`config.mk`:
```
export PLATFORM = sky130hd
export DESIGN_NAME = circuito_exp4
export DESIGN_NICKNAME = d
export VERILOG_FILES = /design/src/rtl/circuito_exp4_pkg.sv /design/src/rtl/circuito_exp4_hexa7seg.sv /design/src/rtl/circuito_exp4.sv
export SDC_FILE = /design/constraint.sdc
export NUM_CORES = 1
export LEC_CHECK = 0
export CORE_MARGIN = 2
export CORE_UTILIZATION = 38
export DETAILED_ROUTE_END_ITERATION = 10
export GPL_TIMING_DRIVEN = 1
export PLACE_DENSITY = 0.71
export SETUP_SLACK_MARGIN = 0.2
export SYNTH_ARGS = -nofsm -noshare
export SYNTH_HDL_FRONTEND = slang
export SYNTH_SLANG_ARGS = --single-unit
```
`constraint.sdc`:
```
create_clock -name clock -period 4.5 [get_ports clock]
set_input_delay 0.9 -clock clock [delete_from_list [all_inputs] [get_ports clock]]
set_output_delay 0.9 -clock clock [all_outputs]
set_load 0.01 [all_outputs]
```
`src/rtl/circuito_exp4_pkg.sv`:
```
// Shared definitions for the memory-sequence game: data width, FSM state
// encodings (which double as the db_estado hex digit) and the sequence ROM.
package circuito_exp4_pkg;

  localparam int DATA_W = 4;
  localparam int ADDR_W = 4;

  typedef enum logic [3:0] {
    INICIAL       = 4'h0,
    PREPARACAO    = 4'h1,
    ESPERA_JOGADA = 4'h2,
    REGISTRA      = 4'h4,
    COMPARA       = 4'h5,
    PROXIMO       = 4'h6,
    FIM_ACERTO    = 4'hA,
    FIM_ERRO      = 4'hE
  } estado_t;

  // Address F occupies the most significant nibble, address 0 the least.
  localparam logic [16*DATA_W-1:0] ROM_CONTENTS = 64'h4188_4422_1124_8421;

  function automatic logic [DATA_W-1:0] rom_word(input logic [ADDR_W-1:0] addr);
    return ROM_CONTENTS[int'(addr)*DATA_W +: DATA_W];
  endfunction

endpackage

```
`src/rtl/circuito_exp4_hexa7seg.sv`:
```
// 4-bit to 7-segment decoder; active-low segments, bit order gfedcba.
module hexa7seg (
  input  logic [3:0] hexa,
  output logic [6:0] display
);

  always_comb begin
    case (hexa)
      4'h0:    display = 7'h40;
      4'h1:    display = 7'h79;
      4'h2:    display = 7'h24;
      4'h3:    display = 7'h30;
      4'h4:    display = 7'h19;
      4'h5:    display = 7'h12;
      4'h6:    display = 7'h02;
      4'h7:    display = 7'h78;
      4'h8:    display = 7'h00;
      4'h9:    display = 7'h10;
      4'hA:    display = 7'h08;
      4'hB:    display = 7'h03;
      4'hC:    display = 7'h46;
      4'hD:    display = 7'h21;
      4'hE:    display = 7'h06;
      default: display = 7'h0E;
    endcase
  end

endmodule

```
`src/rtl/circuito_exp4.sv`:
```
// Memory-sequence game: the player repeats the 16 ROM words on the switches;
// the FSM registers each play, compares it to the current word and advances.
module circuito_exp4
  import circuito_exp4_pkg::*;
(
  input  logic              clock,
  input  logic              reset,
  input  logic              iniciar,
  input  logic [DATA_W-1:0] chaves,
  output logic              acertou,
  output logic              errou,
  output logic              pronto,
  output logic [DATA_W-1:0] leds,
  output logic              db_igual,
  output logic [6:0]        db_contagem,
  output logic [6:0]        db_memoria,
  output logic [6:0]        db_estado,
  output logic [6:0]        db_jogadafeita,
  output logic              db_clock,
  output logic              db_iniciar,
  output logic              db_tem_jogada
);

  estado_t           estado;
  logic [ADDR_W-1:0] contagem;
  logic [DATA_W-1:0] jogada;
  logic [DATA_W-1:0] memoria;
  logic              jogada_anterior;
  logic              tem_jogada;
  logic              igual;
  logic              fim_contagem;

  assign memoria      = rom_word(contagem);
  assign igual        = (jogada == memoria);
  assign fim_contagem = (contagem == {ADDR_W{1'b1}});

  // Gated by reset so the pulse reads 0 while reset is held, even with a
  // switch already pressed.
  assign tem_jogada = (|chaves) & ~jogada_anterior & reset;

  always_ff @(posedge clock or negedge reset) begin
    if (!reset) begin
      jogada_anterior <= 1'b0;
    end else begin
      jogada_anterior <= |chaves;
    end
  end

  always_ff @(posedge clock or negedge reset) begin
    if (!reset) begin
      contagem <= '0;
    end else if (estado == PREPARACAO) begin
      contagem <= '0;
    end else if (estado == PROXIMO) begin
      contagem <= contagem + 1'b1;
    end
  end

  always_ff @(posedge clock or negedge reset) begin
    if (!reset) begin
      jogada <= '0;
    end else if (estado == PREPARACAO) begin
      jogada <= '0;
    end else if (estado == REGISTRA) begin
      jogada <= chaves;
    end
  end

  // Result flags are registered alongside the state: each branch that enters
  // (or stays in) a final state raises them, every other path clears them.
  always_ff @(posedge clock or negedge reset) begin
    if (!reset) begin
      estado  <= INICIAL;
      acertou <= 1'b0;
      errou   <= 1'b0;
      pronto  <= 1'b0;
    end else begin
      // NOTE: non-blocking throughout, so the defaults below and the branch
      // overrides resolve to the last assignment without ordering races.
      acertou <= 1'b0;
      errou   <= 1'b0;
      pronto  <= 1'b0;
      case (estado)
        INICIAL:       if (iniciar) estado <= PREPARACAO;
        PREPARACAO:    estado <= ESPERA_JOGADA;
        ESPERA_JOGADA: if (tem_jogada) estado <= REGISTRA;
        REGISTRA:      estado <= COMPARA;
        COMPARA: begin
          if (!igual) begin
            estado <= FIM_ERRO;
            errou  <= 1'b1;
            pronto <= 1'b1;
          end else if (fim_contagem) begin
            estado  <= FIM_ACERTO;
            acertou <= 1'b1;
            pronto  <= 1'b1;
          end else begin
            estado <= PROXIMO;
          end
        end
        PROXIMO:       estado <= ESPERA_JOGADA;
        FIM_ACERTO: begin
          if (iniciar) begin
            estado <= PREPARACAO;
          end else begin
            acertou <= 1'b1;
            pronto  <= 1'b1;
          end
        end
        FIM_ERRO: begin
          if (iniciar) begin
            estado <= PREPARACAO;
          end else begin
            errou  <= 1'b1;
            pronto <= 1'b1;
          end
        end
        default:       estado <= INICIAL;
      endcase
    end
  end

  assign leds          = jogada;
  assign db_igual      = igual;
  assign db_clock      = clock;
  assign db_iniciar    = iniciar;
  assign db_tem_jogada = tem_jogada;

  hexa7seg u_hex_contagem (.hexa(contagem),       .display(db_contagem));
  hexa7seg u_hex_memoria  (.hexa(memoria),        .display(db_memoria));
  hexa7seg u_hex_estado   (.hexa(4'(estado)),     .display(db_estado));
  hexa7seg u_hex_jogada   (.hexa(jogada),         .display(db_jogadafeita));

endmodule

```
==> insert_results.sql, run 1 <==
INSERT INTO impl_metrics (metric_group, metric, value, unit) VALUES
('finish', 'layout.area.seq', '400', 'sq um'),
('clocking', 'cts_repair_resize_count', '0', ''),
('worst_setup_path', 'worst-endpoint-required', '3.60', 'ns'),
('clocking', 'post-cts-setup-buffers', '0', ''),
('floorplanning', 'start_util', '0.388', ''),
('timing', 'finalHoldViolations', '0', ''),
('floorplanning', 'standard_cell_rows', '26', ''),
('place', 'preCtsSetupSlack', '0.788', 'ns'),
('timing', 'setup_violators_final', '0', ''),
('synth', 'synth_xor_area_frac', '0.0218', ''),
('place', 'place_hpwl', '3160', 'um'),
('timing', 'setup_slack', '0.454', 'ns'),
('floorplanning', 'core-area', '0.00504', 'sq mm'),
('global_routing', 'global_route_wire_length_before_repair', '7470', 'um'),
('global_routing', 'first_global_vias', '1647', ''),
('worst_setup_path', 'crit_path_max_fanout', '8', ''),
('drt', 'violation_count_after_the_first_detailed_routing_iteration', '81', ''),
('timing', 'tightest_slew', '0.927', 'ns'),
('drt', 'drt-pass1-iter-count', '4', ''),
('floorplanning', 'design.portCount', '46', ''),
('finish', 'final_net_count', '303', ''),
('synth', 'mux_cell_area_share_after_synthesis', '0.109', ''),
('timing', 'timing.fmax', '247', 'MHz'),
('finish', 'filler_cell_count_in_the_final_layout', '518', ''),
('finish', 'final_core_util', '0.492', ''),
('timing', 'finalClockSkew', '0.00521', 'ns'),
('synth', 'syn_area', '0.00196', 'sq mm'),
('hold_path', 'worst_hold_path.num_cells', '2', ''),
('place', 'port-buffer-count', '45', ''),
('synth', 'syn-instance-count', '233', ''),
('worst_setup_path', 'worstSetupStartpointType', 'flip-flop', ''),
('finish', 'post_route_cells_drive_above_1_share', '0.0963', ''),
('finish', 'layout-area-overhead-vs-synth', '26.9', '%'),
('worst_setup_path', 'path_buf_inv', '3', ''),
('synth', 'synth_sequential_area_ratio', '0.205', ''),
('worst_setup_path', 'worstPathCellList', 'inv_1 > ha_1 > mux2i_1 > o21ai_2 > inv_1 > ha_1 > mux2_2 > o32ai_1 > clkdlybuf4s50_1', ''),
('synth', 'synth.net_count', '264', ''),
('timing', 'min_period_over_period', '0.899', ''),
('synth', 'syn-mean-instance-area', '8.39', 'sq um'),
('power_and_ir_drop', 'power_density', '354', 'mW/mm^2'),
('floorplanning', 'die_h', '75.7', 'um'),
('place', 'place.gp.congestion', '0.838', ''),
('timing', 'setup_repair_after_global_routing_missed_its_margin', 'false', ''),
('drt', 'vias_per_cell', '5.31', ''),
('worst_setup_path', 'cp.depth', '9', ''),
('drt', 'routed-via-count', '1806', ''),
('synth', 'synth-compound-area-share', '0.240', ''),
('clocking', 'clk_latency', '0.35', 'ns'),
('power_and_ir_drop', 'worst_ir_drop_vdd', '0.000254', 'V'),
('worst_setup_path', 'crit_arrival', '3.15', 'ns'),
('worst_setup_path', 'cp_slowest_stage_delay', '0.58', 'ns'),
('hold_path', 'hold_class', 'reg -> reg', ''),
('worst_setup_path', 'ff2ff_path_depth', '7', ''),
('timing', 'report.final.slew_viol_count', '0', ''),
('finish', 'multiInputGateArea', '0.00139', 'sq mm'),
('global_routing', 'global_route.overflow_total', '0', ''),
('drt', 'routed_wl', '4310', 'um'),
('timing', 'worst_slew_margin_rel', '0.382', ''),
('run_status', 'outcome', 'completed', ''),
('synth', 'yosys_warnings', '0', ''),
('synth', 'synth_cell_type_count', '52', ''),
('run', 'drv_cap', '0', ''),
('clocking', 'tritoncts', 'yes', ''),
('clocking', 'clk_pin_slew', '0.06', 'ns'),
('synth', 'yosys.area_share.simple', '0.187', ''),
('global_routing', 'maximum_number_of_pins_on_one_net_before_global_route_repair', '33', ''),
('finish', 'number_of_diodes', '0', ''),
('drt', 'dr_wl_cell', '12.7', 'um'),
('worst_setup_path', 'worst_path_class_setup', 'reg -> out', ''),
('worst_setup_path', 'critPathCaptureType', 'output port', ''),
('synth', 'synth_seq_cells', '16', '');
## stage by stage
| step | hold WS, ns | total power (uW) | cells | area, sq um |
|---|---|---|---|---|
| global placement | 0.619 | 705 | 334 | 2400 |
| finish | 0.644 | 880 | 340 | 2480 |
| global route | 0.695 | 956 | 340 | 2480 |
| detailed placement | 0.631 | 708 | 334 | 2400 |
| CTS | 0.644 | 888 | 340 | 2480 |
| floorplan | 0.579 | 522 | 233 | 1960 |
## cells by family (layout without fill, tap and decap cells)
logic type                 count (synthesis)  after routing
adders and majority gates                 24             24
buffers and inverters                     32             69
muxes                                     16             16
AOI/OAI and AO/OA                         71             71
and+or+nand+nor                           70             70
DFF                                       16             16
xor gates and xnor gates                   4              4
## synth_stat cells (all sizes together)
cell type	instances	share of area
ha	24	0.15
o21ai	23	0.061
nor2	19	0.038
nand2	18	0.035
dfrtp	16	0.20
inv	16	0.031
a21oi	13	0.033
buf	11	0.044
mux2i	10	0.051
a22o	9	0.041
o22ai	8	0.026
nor2b	6	0.019
or3	5	0.019
clkbuf	4	0.0077
mux4	4	0.046
xnor2	4	0.022
a21o	3	0.012
nor3	3	0.0077
o31ai	3	0.012
or2	3	0.0096
a221o	2	0.010
and3	2	0.0064
mux2	2	0.012
nand2b	2	0.0064
nand3	2	0.0051
nand3b	2	0.0077
nor3b	2	0.0077
o21bai	2	0.0077
o32ai	2	0.0090
a221oi	1	0.0077
a22oi	1	0.0038
a32o	1	0.0051
and3b	1	0.0064
and4	1	0.0045
clkinv	1	0.0019
nand4	1	0.0032
nor4	1	0.0032
o211ai	1	0.0038
o221ai	1	0.0045
o2bb2ai	1	0.0045
or2b	1	0.0038
or3b	1	0.0045
## sequential cells by signal, indices dropped and copies added (netlist names)
name and flops:
jogada_anterior 1, errou 1, contagem 4, estado 4, leds 4, pronto 1, acertou 1
## worst reg2reg max path, cell delays in order (launching register included)
cell                       delay, ns
sky130_fd_sc_hd__dfrtp_1        0.62
sky130_fd_sc_hd__inv_2          0.16
sky130_fd_sc_hd__ha_1           0.25
sky130_fd_sc_hd__nor2b_1        0.17
sky130_fd_sc_hd__or3_4          0.42
sky130_fd_sc_hd__a221oi_2       0.29
sky130_fd_sc_hd__and3_1         0.22
sky130_fd_sc_hd__o221ai_1       0.12
## layout by cell type (no fill, tap or decap), drive strengths merged, types with 4 or more instances in the layout
cell | netlist | final
o22ai | 8 | 8
mux4 | 4 | 4
or3 | 5 | 5
o21ai | 23 | 23
clkbuf | 4 | 6
clkdlybuf4s50 | 0 | 45
a21oi | 13 | 13
xnor2 | 4 | 4
nor2b | 6 | 6
a22o | 9 | 9
dfrtp | 16 | 16
nand2 | 18 | 18
inv | 16 | 16
mux2i | 10 | 10
nor2 | 19 | 19
ha | 24 | 24
## routing by layer
layer	routed length (um)	up-vias	track usage
met1	2110	837	0.226
met5	0	-	0
met2	1950	47	0.263
met4	51	0	0.0507
met3	202	6	0.0278
li1	-	916	-
## area by class of cell
class	instances	area share
multi-input cells	185	0.560
repair buffers	45	0.180
flip-flops and latches	16	0.161
clock buffers	7	0.0373
well taps	70	0.0353
inverters	17	0.0257
## power breakdown
part	internal [uW]	leakage [uW]	switching (uW)	total, uW
sequential	160	0.000215	36.3	196
clock	131	0.0000471	66.6	198
combinational	245	0.000796	242	486
total	535	0.00106	345	880
## path summary, 6_finish.rpt
| path | from | endpoint | slack (ns) |
|---|---|---|---|
| worst max-delay path | contagem[0]$_DFFE_PN0P_ | db_memoria[1] | 0.45 |
| min in group asynchronous | reset | jogada_anterior$_DFF_PN0_ | 0.87 |
| worst max register to register | contagem[2]$_DFFE_PN0P_ | estado[2]$_DFFE_PN0P_ | 2.08 |
| worst min-delay path | estado[1]$_DFFE_PN0P_ | estado[1]$_DFFE_PN0P_ | 0.64 |
| worst min register to register | estado[1]$_DFFE_PN0P_ | estado[1]$_DFFE_PN0P_ | 0.64 |
| max in group asynchronous | reset | pronto$_DFF_PN0_ | 3.44 |
No activity file was read; power rests on OpenSTA's default activity.
==> inputs of run 2 (changes only) <==
- CORE_ASPECT_RATIO: default -> 0.7
- SETUP_SLACK_MARGIN: 0.2 -> 0.3
==> run 2 against run 1 <==
  * Clock power is 12% higher
  * Sequential share of layout area is 0.14 points lower
  * Critical path depth stayed put
  * Critical endpoint is now db_memoria[2]
  * Clock-buffer cell count is 1 higher
  * First-iteration DRC count is 12% higher
  * Sequential power hardly changed
  * Hold slack better by 0.021 ns
  * Utilization is 2.6 points higher
  * Clock skew is 0.0028 ns lower
  * Fmax is 1.7% higher
  * Die area is 0.16% higher
  * Combinational power is 3% higher
==> insert_results.sql, run 2 (synthesized netlist as in run 1, its figures left out) <==
INSERT INTO impl_metrics (metric_group, metric, value, unit) VALUES
('timing', 'report.final.slew_viol_count', '0', ''),
('power_and_ir_drop', 'static-leakage-power', '0.00108', 'uW'),
('run_status', 'outcome', 'completed', ''),
('timing', 'setup_slack', '0.521', 'ns'),
('power_and_ir_drop', 'worst_ir_drop_vdd', '0.000382', 'V'),
('worst_setup_path', 'cp_slowest_stage_delay', '0.56', 'ns'),
('worst_setup_path', 'worstPathCellList', 'inv_1 > ha_1 > mux2i_1 > o21ai_2 > buf_4 > ha_1 > or3_1 > o21ai_1 > clkdlybuf4s50_1', ''),
('run', 'drv_cap', '0', ''),
('drt', 'routed_wl', '4800', 'um'),
('floorplanning', 'fp.dieArea', '0.00575', 'sq mm'),
('place', 'port-buffer-count', '45', ''),
('hold_path', 'hold_class', 'reg -> reg', ''),
('finish', 'final_net_count', '306', ''),
('clocking', 'ctsHoldBuffers', '0', ''),
('worst_setup_path', 'worst_path_class_setup', 'reg -> out', ''),
('floorplanning', 'standard_cell_rows', '21', ''),
('place', 'place_hpwl', '3470', 'um'),
('clocking', 'clk_latency', '0.35', 'ns'),
('worst_setup_path', 'worstSetupStartpointType', 'flip-flop', ''),
('global_routing', 'first_global_vias', '1648', ''),
('clocking', 'tritoncts', 'yes', ''),
('drt', 'routed-via-count', '1838', ''),
('floorplanning', 'start_util', '0.402', ''),
('drt', 'dr_wl_cell', '14.0', 'um'),
('timing', 'finalClockSkew', '0.00237', 'ns'),
('finish', 'layout-area-overhead-vs-synth', '28.9', '%'),
('place', 'preCtsSetupSlack', '0.778', 'ns'),
('place', 'place.gp.congestion', '0.826', ''),
('global_routing', 'routing_layer_with_the_top_usage_in_global_route', 'met1', ''),
('timing', 'holdWs', '0.665', 'ns'),
('clocking', 'clk_pin_slew', '0.07', 'ns'),
('floorplanning', 'design.portCount', '46', ''),
('worst_setup_path', 'crit_arrival', '3.08', 'ns'),
('timing', 'tightest_slew', '0.728', 'ns'),
('global_routing', 'maximum_number_of_pins_on_one_net_before_global_route_repair', '28', ''),
('finish', 'mostFrequentLayoutCell', 'sky130_fd_sc_hd__clkdlybuf4s50_1', ''),
('floorplanning', 'die_x', '89.7', 'um'),
('drt', 'vias_per_cell', '5.36', ''),
('drt', 'violation_count_after_the_first_detailed_routing_iteration', '91', ''),
('floorplanning', 'core-area', '0.00486', 'sq mm'),
('finish', 'filler_cell_count_in_the_final_layout', '461', ''),
('timing', 'setup_violators_final', '0', ''),
('global_routing', 'global_route_wire_length_before_repair', '7890', 'um'),
('worst_setup_path', 'timing.reg2reg.setup_slack', '2.21', 'ns'),
('global_routing', 'antenna_found_initial', '0', ''),
('finish', 'post_route_cells_drive_above_1_share', '0.117', ''),
('global_routing', 'global_route.overflow_total', '0', ''),
('floorplanning', 'die_h', '64.0', 'um'),
('worst_setup_path', 'timing.critical_path.from', 'contagem[0]$_DFFE_PN0P_', ''),
('global_routing', 'track_usage', '0.165', ''),
('drt', 'drc', '0', ''),
('worst_setup_path', 'critPathCaptureType', 'output port', ''),
('timing', 'finalHoldViolations', '0', ''),
('worst_setup_path', 'cp_common_cell', 'sky130_fd_sc_hd__ha_1', ''),
('global_routing', 'met1_usage', '0.256', ''),
('worst_setup_path', 'r2r_start', 'contagem[0]$_DFFE_PN0P_', ''),
('global_routing', 'global_route.usage.met2', '0.232', ''),
('worst_setup_path', 'crit_path_top_delay_cell', 'sky130_fd_sc_hd__clkdlybuf4s50_1', ''),
('timing', 'setup_tns', '0', 'ns'),
('drt', 'drt-pass1-iter-count', '4', ''),
('timing', 'timing.final.crit_period', '3.98', 'ns'),
('finish', 'number_of_diodes', '0', ''),
('hold_path', 'worst_hold_startpoint', 'estado[1]$_DFFE_PN0P_', ''),
('power_and_ir_drop', 'power_density', '365', 'mW/mm^2'),
('timing', 'timing.fmax', '251', 'MHz'),
('timing', 'min_period_over_period', '0.884', ''),
('timing', 'setup_repair_after_global_routing_missed_its_margin', 'false', ''),
('drt', 'antenna_violating_nets_post_route', '0', ''),
('worst_setup_path', 'crit_path_max_fanout', '8', ''),
('finish', 'final_cell_mix', 'sky130_fd_sc_hd__clkdlybuf4s50_1 (45), sky130_fd_sc_hd__ha_1 (24), sky130_fd_sc_hd__o21ai_0 (20)', ''),
('global_routing', 'met3_routing_resource_usage_after_global_routing', '0.0354', ''),
('worst_setup_path', 'worst-endpoint-required', '3.60', 'ns'),
('timing', 'worst_slew_margin_rel', '0.515', '');
[run 2: cell count changes in the layout (fill, tap and decap cells not counted)]
cell	previous run	this run
sky130_fd_sc_hd__dfrtp_2	0	2
sky130_fd_sc_hd__dfrtp_1	16	14
sky130_fd_sc_hd__buf_4	1	4
sky130_fd_sc_hd__clkbuf_8	6	7
[run 2: critical path, delay by kind of cell (launching register included)]
family | cells | cell delay (ns)
simple gates | 1 | 0.38
mux | 1 | 0.19
flops | 1 | 0.50
fa+ha+maj | 2 | 0.54
compound gates | 2 | 0.20
buf+inv | 3 | 0.91
[run 2: power breakdown]
part / total, uW / leakage (uW) / internal (uW) / switching, uW
combinational: 503 / 0.000811 / 247 / 256
clock: 222 / 0.0000542 / 149 / 72.9
sequential: 195 / 0.000212 / 160 / 35.4
total: 920 / 0.00108 / 556 / 364
[run 2: final timing paths]
check                                           to  depth (start not counted)
max                                  db_memoria[2]                          9
min                          estado[1]$_DFFE_PN0P_                          2
min reg2reg                  estado[1]$_DFFE_PN0P_                          2
min in group asynchronous    estado[0]$_DFFE_PN0P_                          2
max in group asynchronous  contagem[1]$_DFFE_PN0P_                          2
max reg2reg                  estado[2]$_DFFE_PN0P_                          7
[run 2: layer usage]
layer	vias up	share of wire
met5	-	0
met4	0	0.0046
met3	3	0.042
met2	52	0.41
met1	859	0.54
li1	924	-
[run 2: area by class of cell]
cell class                      instances  area, sq um  share of cell area
Sequential cell                        16          403               0.160
Tap cell                               69         86.3              0.0343
Timing Repair Buffer                   48          470               0.187
Inverter                               17         63.8              0.0253
Clock buffer                            8          106              0.0422
Multi-Input combinational cell        185         1390               0.552
[run 2: metrics by stage]
stage,instances,cell area (sq um),utilization,total power [uW]
CTS,342,2510,0.516,918
global route,343,2520,0.518,985
global placement,335,2410,0.497,711
finish,343,2520,0.518,920
detailed placement,335,2410,0.497,714
floorplan,233,1960,-,522
[run 2: repair_timing]
| item | CTS | global route |
|---|---|---|
| setup endpoints to repair | 0 | 7 |
| setup buffers | 0 | 1 |
| endpoints found under the hold margin | 0 | 0 |
| resized for setup | 0 | 2 |
==> inputs of run 3 (changes only) <==
- MAX_ROUTING_LAYER: default -> met4
==> run 3 against run 2 <==
  * Clock-buffer cell count is the same
  * Die area is the same
  * Sequential share of layout area is the same
  * First-iteration DRC count grew 22%
  * Global-route usage grew 0.44 points
  * Via count shrank 0.65%
  * Sequential power is essentially flat
  * Clock skew is essentially flat
  * Combinational power is essentially flat
  * Worst setup slack lost 0.0025 ns
  * Utilization is the same
  * Critical path depth is the same
  * Largest cell class unchanged
==> insert_results.sql, run 3 (synthesized netlist as in run 1, its figures left out) <==
INSERT INTO impl_metrics (metric_group, metric, value, unit) VALUES
('timing', 'finalHoldViolations', '0', ''),
('finish', 'layout-area-overhead-vs-synth', '28.9', '%'),
('clocking', 'ctsHoldBuffers', '0', ''),
('clocking', 'clk_latency', '0.35', 'ns'),
('timing', 'setup_violators_final', '0', ''),
('place', 'place.gp.congestion', '0.839', ''),
('drt', 'antenna_violating_nets_post_route', '0', ''),
('floorplanning', 'core-area', '0.00486', 'sq mm'),
('run', 'drv_cap', '0', ''),
('timing', 'setup_repair_after_global_routing_missed_its_margin', 'false', ''),
('clocking', 'tritoncts', 'yes', ''),
('timing', 'finalClockSkew', '0.00244', 'ns'),
('power_and_ir_drop', 'p_switching', '362', 'uW'),
('floorplanning', 'fp.dieArea', '0.00575', 'sq mm'),
('global_routing', 'antenna_found_initial', '0', ''),
('power_and_ir_drop', 'power.sequential.fraction', '0.212', ''),
('finish', 'number_of_diodes', '0', ''),
('timing', 'tightest_slew', '0.722', 'ns'),
('finish', 'filler_cell_count_in_the_final_layout', '461', ''),
('drt', 'vias_per_cell', '5.32', ''),
('drt', 'routed_wl', '4810', 'um'),
('power_and_ir_drop', 'power.clock.fraction', '0.241', ''),
('power_and_ir_drop', 'comb_power_share', '0.547', ''),
('global_routing', 'first_global_vias', '1654', ''),
('worst_setup_path', 'worst-endpoint-required', '3.60', 'ns'),
('floorplanning', 'start_util', '0.402', ''),
('timing', 'timing.final.crit_period', '3.98', 'ns'),
('finish', 'final_cells', '343', ''),
('drt', 'routed-via-count', '1826', ''),
('floorplanning', 'design.portCount', '46', ''),
('finish', 'post_route_cells_drive_above_1_share', '0.117', ''),
('timing', 'setup_tns', '0', 'ns'),
('timing', 'timing.fmax', '251', 'MHz'),
('power_and_ir_drop', 'worst_ir_drop_vdd', '0.000380', 'V'),
('worst_setup_path', 'critPathCaptureType', 'output port', ''),
('place', 'port-buffer-count', '45', ''),
('global_routing', 'global_route_wire_length_before_repair', '7900', 'um'),
('power_and_ir_drop', 'static-leakage-power', '0.00108', 'uW'),
('floorplanning', 'die_x', '89.7', 'um'),
('timing', 'min_period_over_period', '0.885', ''),
('timing', 'report.final.slew_viol_count', '0', ''),
('place', 'place_inst', '335', ''),
('drt', 'drt-pass1-iter-count', '4', ''),
('power_and_ir_drop', 'total_power', '918', 'uW'),
('run_status', 'outcome', 'completed', ''),
('power_and_ir_drop', 'power_density', '364', 'mW/mm^2'),
('timing', 'worst_slew_margin_rel', '0.518', ''),
('clocking', 'clk_pin_slew', '0.07', 'ns'),
('global_routing', 'global_route.overflow_total', '0', ''),
('global_routing', 'track_usage', '0.170', ''),
('finish', 'multiInputGateArea', '0.00139', 'sq mm'),
('finish', 'final_cell_mix', 'sky130_fd_sc_hd__clkdlybuf4s50_1 (45), sky130_fd_sc_hd__ha_1 (24), sky130_fd_sc_hd__o21ai_0 (20)', ''),
('hold_path', 'hold_class', 'reg -> reg', ''),
('finish', 'layout.area.seq', '403', 'sq um'),
('worst_setup_path', 'crit_path_max_fanout', '12', ''),
('power_and_ir_drop', 'internal_power', '556', 'uW'),
('worst_setup_path', 'crit_arrival', '3.08', 'ns'),
('power_and_ir_drop', 'p_sw_frac', '0.394', ''),
('drt', 'drc', '0', ''),
('worst_setup_path', 'worst_path_class_setup', 'reg -> out', ''),
('floorplanning', 'standard_cell_rows', '21', ''),
('global_routing', 'maximum_number_of_pins_on_one_net_before_global_route_repair', '28', ''),
('place', 'place_hpwl', '3470', 'um'),
('worst_setup_path', 'worstSetupStartpointType', 'flip-flop', ''),
('floorplanning', 'die_h', '64.0', 'um'),
('drt', 'dr_wl_cell', '14.0', 'um'),
('finish', 'mostFrequentLayoutCell', 'sky130_fd_sc_hd__clkdlybuf4s50_1', ''),
('drt', 'violation_count_after_the_first_detailed_routing_iteration', '111', ''),
('finish', 'final_net_count', '306', '');
[run 3: cell counts in the layout (fill, tap and decap cells not counted)]
Identical to the previous run, type by type.
[run 3: what timing repair did]
action                     in CTS  in global routing
setup endpoints to repair       0                  7
setup buffers                   0                  1
resized for setup               0                  2
[run 3: cell type report]
type                            count  area share
Multi-Input combinational cell    185       0.552
Timing Repair Buffer               48       0.187
Sequential cell                    16       0.160
Clock buffer                        8      0.0422
Tap cell                           69      0.0343
Inverter                           17      0.0253
[run 3: path summary, 6_finish.rpt]
path / startpoint / to / slack (ns) / cells past startpoint
max: contagem[1]$_DFFE_PN0P_ / db_memoria[2] / 0.52 / 9
min in group asynchronous: reset / estado[0]$_DFFE_PN0P_ / 0.87 / 2
min reg2reg: estado[1]$_DFFE_PN0P_ / estado[1]$_DFFE_PN0P_ / 0.66 / 2
max reg2reg: contagem[0]$_DFFE_PN0P_ / estado[2]$_DFFE_PN0P_ / 2.20 / 7
min: estado[1]$_DFFE_PN0P_ / estado[1]$_DFFE_PN0P_ / 0.66 / 2
max in group asynchronous: reset / contagem[1]$_DFFE_PN0P_ / 3.41 / 2
[run 3: per-layer routing]
layer  global-route usage  wire length (um)  part of all wire
met1                0.256              2620              0.55
met2                0.233              1970              0.41
met3               0.0342               190             0.040
met4               0.0365                22            0.0046
met5                    -                 0                 0
[run 3: power by group through the flow]
stage | Combinational, uW | Clock, uW | Sequential, uW
after floorplan | 319 | 18.3 | 185
after global placement | 493 | 22.6 | 196
after detailed placement | 495 | 22.6 | 197
after CTS | 501 | 223 | 194
after global routing | 554 | 233 | 198
final | 502 | 222 | 195
[run 3: worst max-delay path, cell delays in order (launching register included)]
cell and delay (ns):
sky130_fd_sc_hd__dfrtp_2 0.50, sky130_fd_sc_hd__inv_1 0.18, sky130_fd_sc_hd__ha_1 0.27, sky130_fd_sc_hd__nor2b_1 0.20, sky130_fd_sc_hd__or2_2 0.19, sky130_fd_sc_hd__inv_1 0.10
sky130_fd_sc_hd__ha_1 0.26, sky130_fd_sc_hd__or3_1 0.38, sky130_fd_sc_hd__o21ai_1 0.09, sky130_fd_sc_hd__clkdlybuf4s50_1 0.56
[run 3: stage by stage]
stage	instance area [sq um]	util	setup slack (ns)	hold slack [ns]
4_1_cts	2510	0.516	0.406	0.651
6_report	2520	0.518	0.519	0.659
5_1_grt	2520	0.518	0.314	0.679
2_1_floorplan	1960	-	1.23	0.579
3_5_place_dp	2410	0.497	0.778	0.639
3_3_place_gp	2410	0.497	0.884	0.630
